`config.mk`:
```
export PLATFORM = sky130hd
export DESIGN_NAME = port_rr_arbiter
export DESIGN_NICKNAME = d
export VERILOG_FILES = /design/src/rtl/port_rr_arbiter.sv
export SDC_FILE = /design/constraint.sdc
export NUM_CORES = 1
export LEC_CHECK = 0
export ABC_AREA = 1
export CAP_MARGIN = 20
export CORE_UTILIZATION = 44
export CTS_CLUSTER_DIAMETER = 150
export CTS_CLUSTER_SIZE = 25
export DETAILED_ROUTE_END_ITERATION = 12
export GPL_TIMING_DRIVEN = 0
export PLACE_DENSITY_LB_ADDON = 0.3
export SETUP_SLACK_MARGIN = 0.3
export SLEW_MARGIN = 20
export SYNTH_ARGS = -nofsm -noshare
export SYNTH_HDL_FRONTEND = slang
export SYNTH_SLANG_ARGS = --single-unit
```
`constraint.sdc`:
```
create_clock -name clk -period 5.46 [get_ports clk]
set_clock_uncertainty 0.1 [all_clocks]
set_input_delay 0.819 -clock clk [delete_from_list [all_inputs] [get_ports clk]]
set_output_delay 0.819 -clock clk [all_outputs]
set_load 0.03 [all_outputs]
```
`src/rtl/port_rr_arbiter.sv`:
```
// port_rr_arbiter: 4-input round-robin arbiter feeding a single registered
// output stage. One packet per cycle when downstream keeps out_ready high.
// The accept path (in_ready) looks through out_ready so a full output
// register can be refilled on the same edge that drains it.
module port_rr_arbiter #(
    parameter int WIDTH = 20,
    parameter int CNT_W = 16
) (
    input  logic               clk,
    input  logic               rst_n,
    input  logic [3:0]         in_valid,
    input  logic [4*WIDTH-1:0] in_data,
    output logic [3:0]         in_ready,
    output logic               out_valid,
    output logic [WIDTH-1:0]   out_data,
    output logic [1:0]         out_src,
    input  logic               out_ready,
    output logic [CNT_W-1:0]   pkt_count,
    output logic               busy
);

    typedef enum logic {IDLE = 1'b0, HOLD = 1'b1} state_t;

    state_t     state, state_nxt;
    logic [1:0] ptr;
    logic [1:0] winner;
    logic       any_req;
    logic       open;
    logic       grant;

    // First requester in search order ptr, ptr+1, ptr+2, ptr+3 (mod 4).
    // Walk from the farthest offset down so the nearest one wins.
    always_comb begin
        winner = ptr;
        for (int k = 3; k >= 0; k--) begin
            logic [1:0] idx;
            idx = ptr + 2'(k);
            if (in_valid[idx]) winner = idx;
        end
    end

    assign any_req = |in_valid;
    // The output slot can take a packet if empty or if it drains this edge.
    assign open    = (state == IDLE) || out_ready;
    // rst_n gating keeps in_ready low while reset is held.
    assign grant   = open && any_req && rst_n;

    // One-hot accept strobe for the winning port.
    always_comb begin
        in_ready = '0;
        if (grant) in_ready[winner] = 1'b1;
    end

    // Next-state: fill on grant, empty when drained with nothing to refill.
    always_comb begin
        state_nxt = state;
        case (state)
            IDLE: if (grant) state_nxt = HOLD;
            HOLD: if (out_ready && !grant) state_nxt = IDLE;
            default: state_nxt = IDLE;
        endcase
    end

    // State register.
    always_ff @(posedge clk or negedge rst_n) begin
        if (!rst_n) state <= IDLE;
        else        state <= state_nxt;
    end

    // Output register and pointer load on grant; everything else holds.
    always_ff @(posedge clk or negedge rst_n) begin
        if (!rst_n) begin
            out_data <= '0;
            out_src  <= '0;
            ptr      <= '0;
        end else if (grant) begin
            out_data <= in_data[winner*WIDTH +: WIDTH];
            out_src  <= winner;
            ptr      <= winner + 2'd1;
        end
    end

    // Saturating count of packets handed downstream.
    always_ff @(posedge clk or negedge rst_n) begin
        if (!rst_n)
            pkt_count <= '0;
        else if (out_valid && out_ready && !(&pkt_count))
            pkt_count <= pkt_count + 1'b1;
    end

    assign out_valid = (state == HOLD);
    assign busy      = out_valid;

endmodule

```
# Word level (Yosys, flattened, before mapping)
# Index checks and enable logic that the tools add are counted.
[classes]
n_addsub = 5
bitwise_logic = 1
multipliers = 1
n_mux = 18
order_cmp = 6
n_reduce_logical = 11
shift = 1
[op_table]
columns = ["cell", "count"]
rows = [
  ["$shiftx A80 B8 Y20", 1],
  ["$add A16 B1 Y16 const B", 1],
  ["$reduce_and A16 Y1", 1],
  ["$lt A2 B3 Y1 const B", 5],
  ["$bmux W1 S2", 4],
  ["$mux W2", 4],
  ["$mux W1", 7],
  ["$logic_and A1 B1 Y1", 6],
  ["$mul A2 B3 Y5 const B", 1],
  ["$add A2 B1 Y2 const B", 2],
  ["$add A2 B2 Y2 const B", 2],
  ["$mux W4", 1],
  ["$reduce_or A4 Y1", 1],
  ["$demux W1 S2", 1],
  ["$ge A2 B1 Y1 const B", 1],
  ["$logic_not A1 Y1", 2],
  ["$pmux W1 S2", 1],
  ["$logic_or A1 B1 Y1", 1],
  ["$not A1 Y1", 1],
]
[totals]
ff_bits = 41
word_cells = 48
input_bits = 87

# Longest topological paths before layout
# Gate-level depths: netlist of run 1.
[logic_depth]
word_depth = 12
ltp_mapped = 16
ltp_nobuf = 14

# Worst setup path after synthesis of run 1
# OpenSTA, ideal clock, no wires.
[synth_path]
kind = "input to output"
start = "input in_valid[1]"
end = "output in_ready[3]"
slack_ns = 2.376
t_arrival_ns = 2.165
path_stages = 12
cell_sequence = "inv_1 nand2_1 nand3_1 nand2_1 inv_1 nand2_1 nand2_2 nand3_2 buf_2 a21oi_1 inv_1 nor2_1"
[synth_via]
elab_chain_len = 11
word_cells_on_any_way = 21
[synth_rtl]
columns = ["element", "line_no", "source"]
rows = [
  ["start, declared", "11", "input logic [3:0] in_valid,"],
  ["$bmux W1 S2", "38", "if (in_valid[idx]) winner = idx;"],
  ["$mux W1 (implied by the code)", "38", ""],
  ["$mux W2 (4 in series)", "38", ""],
  ["$lt A2 B3 Y1 (implied by the code) / $ge A2 B1 Y1 (equally long branches)", "51", "if (grant) in_ready[winner] = 1'b1;"],
  ["$logic_and A1 B1 Y1 (implied by the code)", "51", ""],
  ["$mux W1 (implied by the code)", "51", ""],
  ["$demux W1 S2", "51", ""],
  ["$mux W4 *", "51", ""],
  ["end, declared", "13", "output logic [3:0] in_ready,"],
]
# Mark *: on every way between the ends. The rest lies on a longest branch, timed or not. The select of a mux whose other input is x is not followed.

# Worst setup path after layout of run 1
# Same ends and word-level chain as after synthesis.

==> impl_metrics.csv, run 1 <==
group,metric,value,unit
place,hpwl,6.35,mm
setup_path,critical_path_required,4540,ps
layout,n_antenna_cell,0,
die,pin_count,131,
setup_path,rr_worst_depth,11,
clocking,holdBufCountCts,0,
routing,dr_total_vias,3103,
layout,seq_area,0.00103,mm^2
die,die_height,79.9,um
clocking,tritoncts,"done",
die,fp.dieW,79.9,um
place,port_buffers,130,
setup_path,cp-startpoint,"in_valid[1]",
power_and_ir_drop,seqPwrFrac,0.201,
layout,finish.utilization,0.713,
clocking,clock_path_buffers,2,
yosys,ys_warn_count,0,
setup_path,reg2reg_from,"pkt_count[0]$_DFFE_PN0P_",
setup_path,arrival,3220,ps
layout,nNetsFinal,603,
timing,setup_ws,1330,ps
timing,finalCritPeriodShare,0.757,
clocking,cts_buffers,5,
clocking,cts.sinks,41,
power_and_ir_drop,power,2.53,mW
outcome,status,"completed",
clocking,postCtsResizedCells,0,
layout,drive_above_1_share,0.0872,
setup_path,cp_max_fo,10,
routing,vias_per_cell,5.25,
timing,setup_violations,0,
global_routing,grt_pass1_wl,13.2,mm
layout,final_cell_mix,"clkdlybuf4s50_1, nand2_1, nand3_1",
timing,rsz0062_at_grt,"false",
power_and_ir_drop,ir_drop,384,uV
routing,firstDrtPassIters,4,
place,dp_slack,1380,ps
place,dp.cells,583,
layout,area_growth,57.1,%
yosys,yosys.cell_types.count,28,
clocking,cts.reportedPaths.clkPinSlew,90,ps
routing,wire_per_inst,13.9,um
setup_path,worst-setup-path-type,"in2out",
routing,ant_nets,0,
clocking,postCtsSetupBuffers,0,
yosys,seq_area_frac_synth,0.384,
timing,worstMarginPinSlew,541,ps
power_and_ir_drop,clockPowerShare,0.099,
power_and_ir_drop,power.density,604,mW/mm^2
global_routing,grt_antenna_before_repair,0,
power_and_ir_drop,swShare,0.507,
clocking,cts_max_level,2,
min_path,hold_class,"in2async",
power_and_ir_drop,power.internal,1.25,mW
setup_path,critPathLaunchType,"input pin",
clocking,clk_latency,300,ps
timing,period_minus_slack,4130,ps
routing,finalWirelength,8.19,mm
setup_path,reg2reg_slack,3330,ps
timing,finalSetupTns,0,ps
die,rows,28,
yosys,syn_area,0.00267,mm^2
global_routing,grt-ovfl-total,0,
timing,fmax,0.242,GHz
timing,slew_viol_final,0,
timing,slew_headroom,0.640,
layout,stdcell_count,591,
power_and_ir_drop,p_switching,1.28,mW
setup_path,cp-endpoint,"in_ready[3]",
yosys,syn_inst,377,
layout,final_common_cell,"clkdlybuf4s50_1",
die,die_area,0.00638,mm^2
global_routing,grtUsageTotal,0.268,
global_routing,grt_max_degree,27,
die,start_util,0.454,
place,gp_routability_congestion,0.901,
die,core,0.00589,mm^2
yosys,syn_nets,465,
timing,hold_violations,0,
flow_run,drv_cap,0,
setup_path,cp-end-kind,"primary output",
layout,fillers,490,
yosys,syn_area_per_cell,7.08,um^2
yosys,synth_seq_cells,41,
setup_path,worstReg2RegEnd,"pkt_count[15]$_DFFE_PN0P_",
power_and_ir_drop,power_leakage,1.99,nW
layout,multi_input_area,0.00142,mm^2
global_routing,grt_pass1_vias,2947,
power_and_ir_drop,combPwrFrac,0.700,
routing,drtIter0Drc,203,
routing,drc,0,
clocking,root_buffer,"clkbuf_8",
==> final cells by class <==
type | count | area share
buffer | 22 | 0.0331
clock buffer | 5 | 0.0164
clock inverter | 3 | 0.0110
inverter | 23 | 0.0212
multi-input combinational | 291 | 0.338
sequential | 41 | 0.245
tap | 75 | 0.0224
timing repair buffer | 131 | 0.314
==> through the flow <==
step                      hold WS, ps  instance area (um^2)
after floorplan                   423                  2670
after global placement            363                  4070
after detailed placement          365                  4080
after CTS                         337                  4200
after global routing              342                  4200
final                             327                  4200
==> power groups by stage <==
stage / Combinational (mW) / Clock, mW / Sequential [mW]
after detailed placement: 1.76 / 0 / 0.512
final: 1.77 / 0.252 / 0.509
after floorplan: 0.990 / 0 / 0.719
after CTS: 1.77 / 0.254 / 0.507
after global placement: 1.72 / 0 / 0.508
after global routing: 1.94 / 0.267 / 0.521
==> cell usage after synthesis <==
| cell | instances | area (um^2) |
|---|---|---|
| clkbuf_1 | 4 | 15.0 |
| nor4_1 | 1 | 6.26 |
| nor3_1 | 1 | 5.00 |
| buf_6 | 5 | 56.3 |
| xnor2_1 | 6 | 52.6 |
| inv_2 | 4 | 15.0 |
| nor2_2 | 1 | 6.26 |
| o21ai_2 | 1 | 8.76 |
| inv_4 | 1 | 6.26 |
| nand4_1 | 5 | 31.3 |
| o211ai_2 | 1 | 12.5 |
| inv_1 | 18 | 67.6 |
| a21oi_1 | 1 | 5.00 |
| nand2_1 | 127 | 477 |
| nand3_2 | 1 | 10.0 |
| ha_1 | 1 | 12.5 |
| nand2_2 | 3 | 18.8 |
| nand2_4 | 2 | 22.5 |
| o21ai_0 | 3 | 15.0 |
| o211ai_1 | 1 | 7.51 |
| buf_4 | 1 | 7.51 |
| a31oi_4 | 1 | 21.3 |
| xor2_1 | 9 | 78.8 |
| buf_2 | 12 | 60.1 |
| nor2_1 | 14 | 52.6 |
| nand3_1 | 110 | 551 |
| dfrtp_1 | 41 | 1030 |
| mux2_2 | 2 | 22.5 |
==> critical path: stages <==
cell	delay (ps)
clkdlybuf4s50_1	450
inv_1	60
o21ai_2	170
nand2_1	100
nand2_1	60
nand2_1	60
nand2_2	70
nand3_2	150
buf_2	240
a21oi_1	170
inv_1	70
nor2_1	110
clkdlybuf4s50_1	680
==> state kept, by name (all words and copies together), names as in the netlist <==
| signal | flops |
|---|---|
| out_data | 20 |
| ptr | 2 |
| busy | 1 |
| pkt_count | 16 |
| out_src | 2 |
==> logic make-up after synthesis <==
logic type               synth area share
flip-flops                          0.384
buffers and inverters              0.0853
AND/OR/NAND/NOR                     0.442
AO/OA/AOI/OAI                      0.0262
XOR/XNOR                           0.0492
multiplexers                      0.00843
adder cells (fa/ha/maj)           0.00469
==> per-layer routing <==
layer  global-route usage  part of all wire
met5                    0                 0
met4                0.109             0.025
met3               0.0411             0.051
met2                0.480              0.51
met1                0.316              0.41
==> worst min path at each step <==
stage / depth (start not counted) / end / slack (ps)
CTS: 1 / pkt_count[13]$_DFFE_PN0P_ / 340
global placement: 2 / out_data[16]$_DFFE_PN0P_ / 360
floorplan: 0 / busy$_DFF_PN0_ / 420
detailed placement: 2 / out_data[12]$_DFFE_PN0P_ / 360
finish: 1 / pkt_count[13]$_DFFE_PN0P_ / 330
global route: 1 / pkt_count[13]$_DFFE_PN0P_ / 340
Note: power is estimated with default switching activity, not from simulation.
==> inputs of run 2 (changes only) <==
CORE_UTILIZATION = 41   (was 44)
clock period = 4.1 ns   (was 5.46 ns; I/O delays follow)
==> impl_metrics.csv, run 2 (same netlist as run 1, synthesis figures left out) <==
group,metric,value,unit
routing,vias_per_cell,5.11,
setup_path,cp-end-kind,"primary output",
power_and_ir_drop,p_switching,1.71,mW
clocking,cts.reportedPaths.clkPinSlew,90,ps
power_and_ir_drop,power_leakage,2.02,nW
power_and_ir_drop,seqPwrFrac,0.198,
setup_path,critical_path.top_delay_family,"buffers and inverters",
die,pin_count,131,
min_path,hold_class,"in2async",
routing,wire_per_inst,13.8,um
place,dp.cells,585,
timing,fmax,0.276,GHz
layout,finish.utilization,0.669,
clocking,holdBufCountCts,0,
die,die_height,82.7,um
global_routing,grt_max_degree,27,
layout,fillers,566,
layout,largest_register,"out_data",
clocking,clock_path_buffers,2,
timing,rsz0062_at_grt,"false",
setup_path,cp_num_buf_inv,5,
place,port_buffers,130,
setup_path,cp-startpoint,"in_valid[1]",
clocking,cts_buffers,5,
setup_path,critical_path_required,3380,ps
setup_path,critPathMaxStageDelay,660,ps
place,dp_slack,389,ps
layout,area_growth,58.2,%
clocking,cts_max_level,2,
outcome,status,"completed",
global_routing,grt_pass1_vias,2868,
layout,nNetsFinal,603,
power_and_ir_drop,power.density,814,mW/mm^2
timing,worstMarginPinSlew,520,ps
die,start_util,0.423,
layout,final_cell_mix,"clkdlybuf4s50_1, nand2_1, nand3_1",
routing,finalWirelength,8.16,mm
clocking,postCtsSetupBuffers,0,
clocking,root_buffer,"clkbuf_8",
flow_run,drv_cap,0,
layout,largest_reg_flops,20,
setup_path,critPathLaunchType,"input pin",
die,die_area,0.00684,mm^2
power_and_ir_drop,combPwrFrac,0.688,
setup_path,cpMaxStageDelayCell,"clkdlybuf4s50_1",
power_and_ir_drop,ir_drop,492,uV
global_routing,grt_antenna_before_repair,0,
clocking,postCtsResizedCells,0,
die,fp.dieW,82.7,um
routing,drc,0,
routing,dr_total_vias,3031,
clocking,tritoncts,"done",
layout,final_common_cell,"clkdlybuf4s50_1",
global_routing,grtUsageTotal,0.254,
power_and_ir_drop,power.internal,1.73,mW
layout,drive_above_1_share,0.0872,
layout,largestRegisters,"out_data x20, pkt_count x16",
die,rows,29,
layout,n_antenna_cell,0,
timing,period_minus_slack,3620,ps
die,core,0.00631,mm^2
setup_path,crit_chain,"clkdlybuf4s50_1 -> inv_1 -> o21ai_2 -> nand2_1 -> nand2_1 -> nand2_1 -> nand2_2 -> nand2_2 -> nand2_4 -> nand2_4 -> buf_6 -> nor2_2 -> nand2_1 -> inv_1 -> clkdlybuf4s50_1",
timing,slew_viol_final,0,
setup_path,worst-setup-path-type,"in2out",
setup_path,path_common_cell,"nand2_1",
timing,finalCritPeriodShare,0.882,
clocking,clk_latency,290,ps
place,gp_routability_congestion,0.821,
place,hpwl,6.40,mm
routing,ant_nets,0,
timing,setup_ws,482,ps
global_routing,grt_pass1_wl,13.3,mm
timing,slew_headroom,0.654,
layout,stdcell_count,593,
clocking,cts.sinks,41,
power_and_ir_drop,swShare,0.498,
routing,drtIter0Drc,112,
power_and_ir_drop,clockPowerShare,0.115,
timing,setup_violations,0,
timing,hold_violations,0,
routing,firstDrtPassIters,4,
setup_path,cp_max_fo,10,
setup_path,arrival,2900,ps
global_routing,grt-ovfl-total,0,
setup_path,reg2reg_from,"pkt_count[0]$_DFFE_PN0P_",
==> run 2: worst paths after layout <==
check / to / slack, ps / depth (start not counted)
max: in_ready[2] / 480 / 15
min: pkt_count[13]$_DFFE_PN0P_ / 130 / 1
max reg2reg: pkt_count[15]$_DFFE_PN0P_ / 1920 / 11
min reg2reg: out_data[13]$_DFFE_PN0P_ / 390 / 2
max in group asynchronous: out_src[0]$_DFFE_PN0P_ / 3300 / 2
min in group clk: out_data[13]$_DFFE_PN0P_ / 390 / 2
==> run 2: final cells by class <==
cell class	count	area (um^2)	share of cell area
timing repair buffer	131	1320	0.312
multi-input combinational	291	1420	0.335
buffer	22	139	0.0329
clock inverter	3	68.8	0.0163
sequential	41	1030	0.243
clock buffer	5	68.8	0.0163
inverter	23	88.8	0.0210
tap	77	96.3	0.0228
==> run 2: power groups by stage <==
stage          Clock [mW]  Sequential (mW)  Combinational, mW
2_1_floorplan           0            0.958               1.32
3_3_place_gp            0            0.682               2.31
3_5_place_dp            0            0.685               2.36
4_1_cts             0.397            0.679               2.37
5_1_grt             0.415            0.698               2.61
6_report            0.394            0.679               2.37
==> run 2: per-stage QoR <==
step | hold slack, ps | power (mW) | instance area, um^2 | setup TNS [ps]
2_1_floorplan | 219 | 2.28 | 2670 | 0
3_3_place_gp | 361 | 2.99 | 4070 | -3530
3_5_place_dp | 364 | 3.04 | 4080 | 0
4_1_cts | 142 | 3.45 | 4220 | 0
5_1_grt | 158 | 3.72 | 4220 | 0
6_report | 130 | 3.44 | 4220 | 0
==> run 2: routing by layer <==
metal | share of wire | wire (um) | up-vias | track usage
li1 | - | - | 1509 | -
met1 | 0.43 | 3550 | 1420 | 0.325
met2 | 0.51 | 4190 | 92 | 0.443
met3 | 0.037 | 302 | 10 | 0.0297
met4 | 0.014 | 115 | 0 | 0.0810
met5 | 0 | 0 | - | 0
==> inputs of run 3 (changes only) <==
SKIP_LAST_GASP = 1   (was unset)
==> results of run 3 <==
The final DEF is identical to that of run 2; final timing and power are the same.
